[src/rtl/arbitro_recurso.sv]
// Two-requester display-resource arbiter: level priority, round-robin on ties, fixed hold window.
// Optional build macro ARB_PREEMPT_EN lets a strictly higher-level pending request cut a grant short.
module arbitro_recurso #(
    parameter int HOLD_CYCLES = 8
) (
    input  logic       CLK,
    input  logic       RST_n,
    input  logic       REQ_A,
    input  logic       REQ_B,
    input  logic [2:0] PERF_A,
    input  logic [2:0] PERF_B,
    input  logic [2:0] FUN_A,
    input  logic [2:0] FUN_B,
    output logic       GNT_A,
    output logic       GNT_B,
    output logic [2:0] FUN_OUT,
    output logic [1:0] NIVEL_OUT,
    output logic       BUSY,
    output logic       ERR_A,
    output logic       ERR_B,
    output logic       CONFLITO
);

    localparam int CNT_W = $clog2(HOLD_CYCLES + 1);
    localparam logic [CNT_W-1:0] CNT_LOAD = CNT_W'(HOLD_CYCLES - 1);
    localparam logic [CNT_W-1:0] CNT_ZERO = CNT_W'(0);
    localparam logic [CNT_W-1:0] CNT_ONE  = CNT_W'(1);

    localparam logic [1:0] ST_IDLE    = 2'd0;
    localparam logic [1:0] ST_GRANT_A = 2'd1;
    localparam logic [1:0] ST_GRANT_B = 2'd2;
    localparam logic [1:0] ST_GAP     = 2'd3;

    // Level 0 marks a profile that is not one-hot.
    function automatic logic [1:0] perf_to_level(input logic [2:0] perf);
        logic [1:0] lvl;
        case (perf)
            3'b001:  lvl = 2'd1;
            3'b010:  lvl = 2'd2;
            3'b100:  lvl = 2'd3;
            default: lvl = 2'd0;
        endcase
        return lvl;
    endfunction

    logic [1:0]       state_r, state_s;
    logic [CNT_W-1:0] cnt_r, cnt_s;
    logic             pend_a_r, pend_a_s, pend_b_r, pend_b_s;
    logic [2:0]       fun_a_r, fun_a_s, fun_b_r, fun_b_s;
    logic [1:0]       lvl_a_r, lvl_a_s, lvl_b_r, lvl_b_s;
    logic             last_b_r, last_b_s;
    logic [2:0]       fun_out_r, fun_out_s;
    logic [1:0]       nivel_out_r, nivel_out_s;
    logic             gnt_a_r, gnt_b_r, busy_r;
    logic             err_a_r, err_a_s, err_b_r, err_b_s;
    logic             conflito_r, conflito_s;
    logic             win_a_s;
    logic [1:0]       lvl_req_a_s, lvl_req_b_s;
    logic             preempt_a_s, preempt_b_s;

    // Next-state logic: request capture, decision and hold window.
    always_comb begin
        state_s     = state_r;
        cnt_s       = cnt_r;
        pend_a_s    = pend_a_r;
        pend_b_s    = pend_b_r;
        fun_a_s     = fun_a_r;
        fun_b_s     = fun_b_r;
        lvl_a_s     = lvl_a_r;
        lvl_b_s     = lvl_b_r;
        last_b_s    = last_b_r;
        fun_out_s   = fun_out_r;
        nivel_out_s = nivel_out_r;
        err_a_s     = 1'b0;
        err_b_s     = 1'b0;
        conflito_s  = 1'b0;
        win_a_s     = 1'b0;
        lvl_req_a_s = perf_to_level(PERF_A);
        lvl_req_b_s = perf_to_level(PERF_B);
        preempt_a_s = 1'b0;
        preempt_b_s = 1'b0;
`ifdef ARB_PREEMPT_EN
        // A grant that is already on its last cycle ends normally and is not re-queued.
        preempt_a_s = (state_r == ST_GRANT_A) && pend_b_r && (lvl_b_r > nivel_out_r) && (cnt_r != CNT_ZERO);
        preempt_b_s = (state_r == ST_GRANT_B) && pend_a_r && (lvl_a_r > nivel_out_r) && (cnt_r != CNT_ZERO);
`endif

        if (REQ_A && (state_r != ST_GRANT_A)) begin
            if (lvl_req_a_s != 2'd0) begin
                pend_a_s = 1'b1;
                fun_a_s  = FUN_A;
                lvl_a_s  = lvl_req_a_s;
            end else begin
                err_a_s = 1'b1;
            end
        end else begin
            err_a_s = 1'b0;
        end

        if (REQ_B && (state_r != ST_GRANT_B)) begin
            if (lvl_req_b_s != 2'd0) begin
                pend_b_s = 1'b1;
                fun_b_s  = FUN_B;
                lvl_b_s  = lvl_req_b_s;
            end else begin
                err_b_s = 1'b1;
            end
        end else begin
            err_b_s = 1'b0;
        end

        case (state_r)
            ST_IDLE: begin
                if (pend_a_r && pend_b_r) begin
                    conflito_s = (fun_a_r == fun_b_r);
                    if (lvl_a_r != lvl_b_r) begin
                        win_a_s = (lvl_a_r > lvl_b_r);
                    end else begin
                        win_a_s = last_b_r;
                    end
                end else begin
                    win_a_s = pend_a_r;
                end
                if (pend_a_r || pend_b_r) begin
                    cnt_s = CNT_LOAD;
                    if (win_a_s) begin
                        state_s     = ST_GRANT_A;
                        pend_a_s    = 1'b0;
                        fun_out_s   = fun_a_r;
                        nivel_out_s = lvl_a_r;
                        last_b_s    = 1'b0;
                    end else begin
                        state_s     = ST_GRANT_B;
                        pend_b_s    = 1'b0;
                        fun_out_s   = fun_b_r;
                        nivel_out_s = lvl_b_r;
                        last_b_s    = 1'b1;
                    end
                end else begin
                    state_s = ST_IDLE;
                end
            end
            ST_GRANT_A: begin
                if ((cnt_r == CNT_ZERO) || preempt_a_s) begin
                    state_s     = ST_GAP;
                    cnt_s       = CNT_ZERO;
                    fun_out_s   = 3'd0;
                    nivel_out_s = 2'd0;
                    if (preempt_a_s) begin
                        pend_a_s = 1'b1;
                        fun_a_s  = fun_out_r;
                        lvl_a_s  = nivel_out_r;
                    end else begin
                        pend_a_s = pend_a_r;
                    end
                end else begin
                    cnt_s = cnt_r - CNT_ONE;
                end
            end
            ST_GRANT_B: begin
                if ((cnt_r == CNT_ZERO) || preempt_b_s) begin
                    state_s     = ST_GAP;
                    cnt_s       = CNT_ZERO;
                    fun_out_s   = 3'd0;
                    nivel_out_s = 2'd0;
                    if (preempt_b_s) begin
                        pend_b_s = 1'b1;
                        fun_b_s  = fun_out_r;
                        lvl_b_s  = nivel_out_r;
                    end else begin
                        pend_b_s = pend_b_r;
                    end
                end else begin
                    cnt_s = cnt_r - CNT_ONE;
                end
            end
            ST_GAP: begin
                state_s = ST_IDLE;
            end
            default: begin
                state_s     = ST_IDLE;
                cnt_s       = CNT_ZERO;
                fun_out_s   = 3'd0;
                nivel_out_s = 2'd0;
            end
        endcase
    end

    // State and registered outputs; LAST comes out of reset pointing at B.
    always_ff @(posedge CLK) begin
        if (!RST_n) begin
            state_r     <= ST_IDLE;
            cnt_r       <= CNT_ZERO;
            pend_a_r    <= 1'b0;
            pend_b_r    <= 1'b0;
            fun_a_r     <= 3'd0;
            fun_b_r     <= 3'd0;
            lvl_a_r     <= 2'd0;
            lvl_b_r     <= 2'd0;
            last_b_r    <= 1'b1;
            fun_out_r   <= 3'd0;
            nivel_out_r <= 2'd0;
            gnt_a_r     <= 1'b0;
            gnt_b_r     <= 1'b0;
            busy_r      <= 1'b0;
            err_a_r     <= 1'b0;
            err_b_r     <= 1'b0;
            conflito_r  <= 1'b0;
        end else begin
            state_r     <= state_s;
            cnt_r       <= cnt_s;
            pend_a_r    <= pend_a_s;
            pend_b_r    <= pend_b_s;
            fun_a_r     <= fun_a_s;
            fun_b_r     <= fun_b_s;
            lvl_a_r     <= lvl_a_s;
            lvl_b_r     <= lvl_b_s;
            last_b_r    <= last_b_s;
            fun_out_r   <= fun_out_s;
            nivel_out_r <= nivel_out_s;
            gnt_a_r     <= (state_s == ST_GRANT_A);
            gnt_b_r     <= (state_s == ST_GRANT_B);
            busy_r      <= (state_s != ST_IDLE);
            err_a_r     <= err_a_s;
            err_b_r     <= err_b_s;
            conflito_r  <= conflito_s;
        end
    end

    assign GNT_A     = gnt_a_r;
    assign GNT_B     = gnt_b_r;
    assign FUN_OUT   = fun_out_r;
    assign NIVEL_OUT = nivel_out_r;
    assign BUSY      = busy_r;
    assign ERR_A     = err_a_r;
    assign ERR_B     = err_b_r;
    assign CONFLITO  = conflito_r;

endmodule

[config.mk]
export PLATFORM = sky130hd
export DESIGN_NAME = arbitro_recurso
export DESIGN_NICKNAME = d
export VERILOG_FILES = /design/src/rtl/arbitro_recurso.sv
export SDC_FILE = /design/constraint.sdc
export NUM_CORES = 1
export LEC_CHECK = 0
export ABC_AREA = 1
export BUFFER_PORTS_ARGS = -buffer_cell sky130_fd_sc_hd__clkbuf_2
export CORE_MARGIN = 2
export CORE_UTILIZATION = 35
export DETAILED_ROUTE_END_ITERATION = 6
export GPL_TIMING_DRIVEN = 0
export PLACE_DENSITY = 0.64
export SLEW_MARGIN = 20
export SYNTH_ARGS = -nofsm -noshare
export SYNTH_HDL_FRONTEND = slang
export SYNTH_SLANG_ARGS = --single-unit
export TNS_END_PERCENT = 20
[constraint.sdc]
create_clock -name CLK -period 3.8 [get_ports CLK]
set_input_delay 0.38 -clock CLK [delete_from_list [all_inputs] [get_ports CLK]]
set_output_delay 0.38 -clock CLK [all_outputs]
set_load 0.01 [all_outputs]
==> metrics.cfg <==
[synthesis]
async_reset_ff_share_pct = 0
synth-edff-count = 0
synth.distinct_cells = 25
ys.warnings.count = 0
syn-num-nets = 218
ys_seq_elements = 30
synthFlopType = dfxtp_1
syn_area_um2 = 1429
syn_inst = 196
synth_seq_area_share_pct = 42.03
syn_avg_cell_area_um2 = 7.290

[route]
dr.pass1.iters = 4
drc = 0
drt-initial-drc-count = 50
wl_per_cell_um = 10.78
drt-total-wl_um = 3008
via_count = 1318
postRouteAntennaNets = 0
avgViaCountPerCell = 4.724

[power_and_ir_drop]
leakage_nw = 0.8755
p_clk_share_pct = 41.5
p_switching_w = 0.0002718
power.total_w = 0.0009725
p_int_w = 0.0007007
power_frac_seq_pct = 37.9
p_comb_share_pct = 20.6
powerDensity_nw_per_um2 = 552.8
vdd_drop_max_mv = 0.1781
netSwitchingFraction_pct = 27.95

[hold_path]
min_from = REQ_B
min_path_type = input port to register

[layout]
drive_above_1_share_pct = 18.34
multiInputGateArea_um2 = 683.2
nets = 250
insertedDiodeCount = 0
syn2layout_area_growth_pct = 23.12
seq_area_um2 = 600.6
final_area_um2 = 1759
fillers = 425
utilization_pct = 44.30

[timing]
period_share_pct = 41.41
setup_viol_count_final = 0
slew_violations = 0
min_period_ns = 1.573
clock_skew_ns = 0.006623
fmax_ghz = 0.6356
rsz0062_at_grt = false
finalHoldViolCount = 0
worst_slew_pin_slew_ns = 0.4914
layout_setup_ws_ns = 2.227
relSlewSlack_pct = 67.24
tns_ns = 0

[worst_setup_path]
start_kind = register
path_class = register to register
crit_arrival_ns = 1.80
end_kind = register
critPathLaunch = lvl_a_r[0]
worstPathRequired_ns = 4.03
worstReg2RegStart = lvl_a_r[0]
critPathMaxFanout = 8

[placed_design]
place_ws_ns = 2.221
gp_congestion = 0.8274
place_area_um2 = 1617
hpwlAfterDp_um = 2286
io_buffers = 25

[global_route]
grt_pass1_wl_um = 5250
overflow = 0
grt_pass1_vias = 1232
grt_usage_pct = 15.64
antenna_found_initial = 0
grt_max_degree = 11

[clock_tree]
cts_buffer_depth = 2
post_cts_buffers = 0
clk_latency_ns = 0.29
clkSlewWorstSetupHoldPaths_ns = 0.07
ctsResizeCount = 0
postCtsHoldBufs = 0
cts_made_buffers = 5
cts_tree = built
root_buffer = clkbuf_8
htree_levels = 2
cts_sinks = 30

[floorplanning]
io_pins = 27
rows = 23
core_um2 = 3971
dieArea_um2 = 4610
initial_core_util_pct = 35.98
die_x_um = 67.90
dieHeight_um = 67.90

[flow_run]
cap_viol_max_count = 0

[outcome]
status = completed

## synth_stat cells, drive strengths merged (2+ instances only)
cell / instances / share of area [%]
ha: 6 / 5.3
o21ai: 13 / 5.1
nor2: 11 / 3.4
clkinv: 2 / 0.61
nor4: 2 / 0.88
nand3: 22 / 7.7
xor2: 2 / 1.2
buf: 2 / 1.1
inv: 31 / 8.1
a21oi: 20 / 7.8
dfxtp: 30 / 42
nand2: 46 / 13
nand4: 5 / 2.2
## final timing paths
kind / to / slack, ns / depth (start not counted)
setup reg to reg: GNT_B / 2.23 / 11
hold / removal: ERR_B / 0.32 / 3
hold reg to reg: cnt_r[3] / 0.43 / 2
setup / recovery: GNT_B / 2.23 / 11
## critical path: stages, from the launching register on
cell and delay [ns]:
dfxtp_1 0.30, inv_1 0.07, ha_1 0.32, nand3_1 0.09
nand2_1 0.05, inv_1 0.06, nand2_2 0.12, nand2_4 0.13
nand2_1 0.09, nand2_1 0.09, nand2_1 0.09, nor2_1 0.10
## power by group through the flow
stage          registers, W  clock network [W]  logic [W]
2_1_floorplan      0.000376                  0   0.000147
3_3_place_gp       0.000374                  0   0.000200
3_5_place_dp       0.000375                  0   0.000202
4_1_cts            0.000368           0.000410   0.000202
5_1_grt            0.000372           0.000425   0.000232
6_report           0.000368           0.000404   0.000200
## final cells by class
class                      instances  share of cell area (%)
multi-input combinational        130                   38.83
sequential                        30                   34.14
timing repair buffer              25                   7.112
inverter                          33                   7.112
clock buffer                       6                   4.694
tap                               50                   3.556
clock inverter                     2                   3.414
buffer                             3                   1.138
## layout by cell type, fill, tap and decap left out, types with 2 or more instances in the layout
cell type	netlist	final
o21ai_2	2	2
clkbuf_2	0	25
xor2_1	2	2
nand4_1	5	5
inv_1	31	31
clkbuf_8	0	6
nand3_1	22	22
nand2_1	44	44
nor4_1	2	2
dfxtp_1	30	30
ha_1	6	6
o21ai_0	10	10
nor2_1	10	10
a21oi_1	19	19
bufinv_16	0	2
## state kept, by name, summed over array words and instances, names as in the netlist
name / cells
cnt_r: 4
FUN_OUT: 3
fun_a_r: 3
fun_b_r: 3
NIVEL_OUT: 2
lvl_a_r: 2
lvl_b_r: 2
state_r: 2
BUSY: 1
CONFLITO: 1
ERR_A: 1
ERR_B: 1
GNT_A: 1
GNT_B: 1
last_b_r: 1
pend_a_r: 1
pend_b_r: 1
## per-stage QoR
stage	hold slack, ns	instances
2_1_floorplan	0.4155	196
3_3_place_gp	0.4295	271
3_5_place_dp	0.4285	271
4_1_cts	0.3129	279
5_1_grt	0.3210	279
6_report	0.3192	279
## cell families (layout without fill, tap and decap cells)
logic type	Yosys count	count (layout)	synth area share, %
adder cells (fa/ha/maj)	6	6	5.254
AO/OA/AOI/OAI	35	35	14.01
XOR/XNOR	2	2	1.226
buffers and inverters	36	69	10.16
flip-flops	30	30	42.03
AND/OR/NAND/NOR	87	87	27.32
## per-layer routing
layer  part of all wire [%]  vias up  track usage (%)
li1                       -      703                -
met1                     46      586            18.16
met2                     47       23            26.47
met3                    4.6        6            4.934
met4                    2.2        0            6.750
met5                      0        -                0
Note: power is estimated with default switching activity, not from simulation.
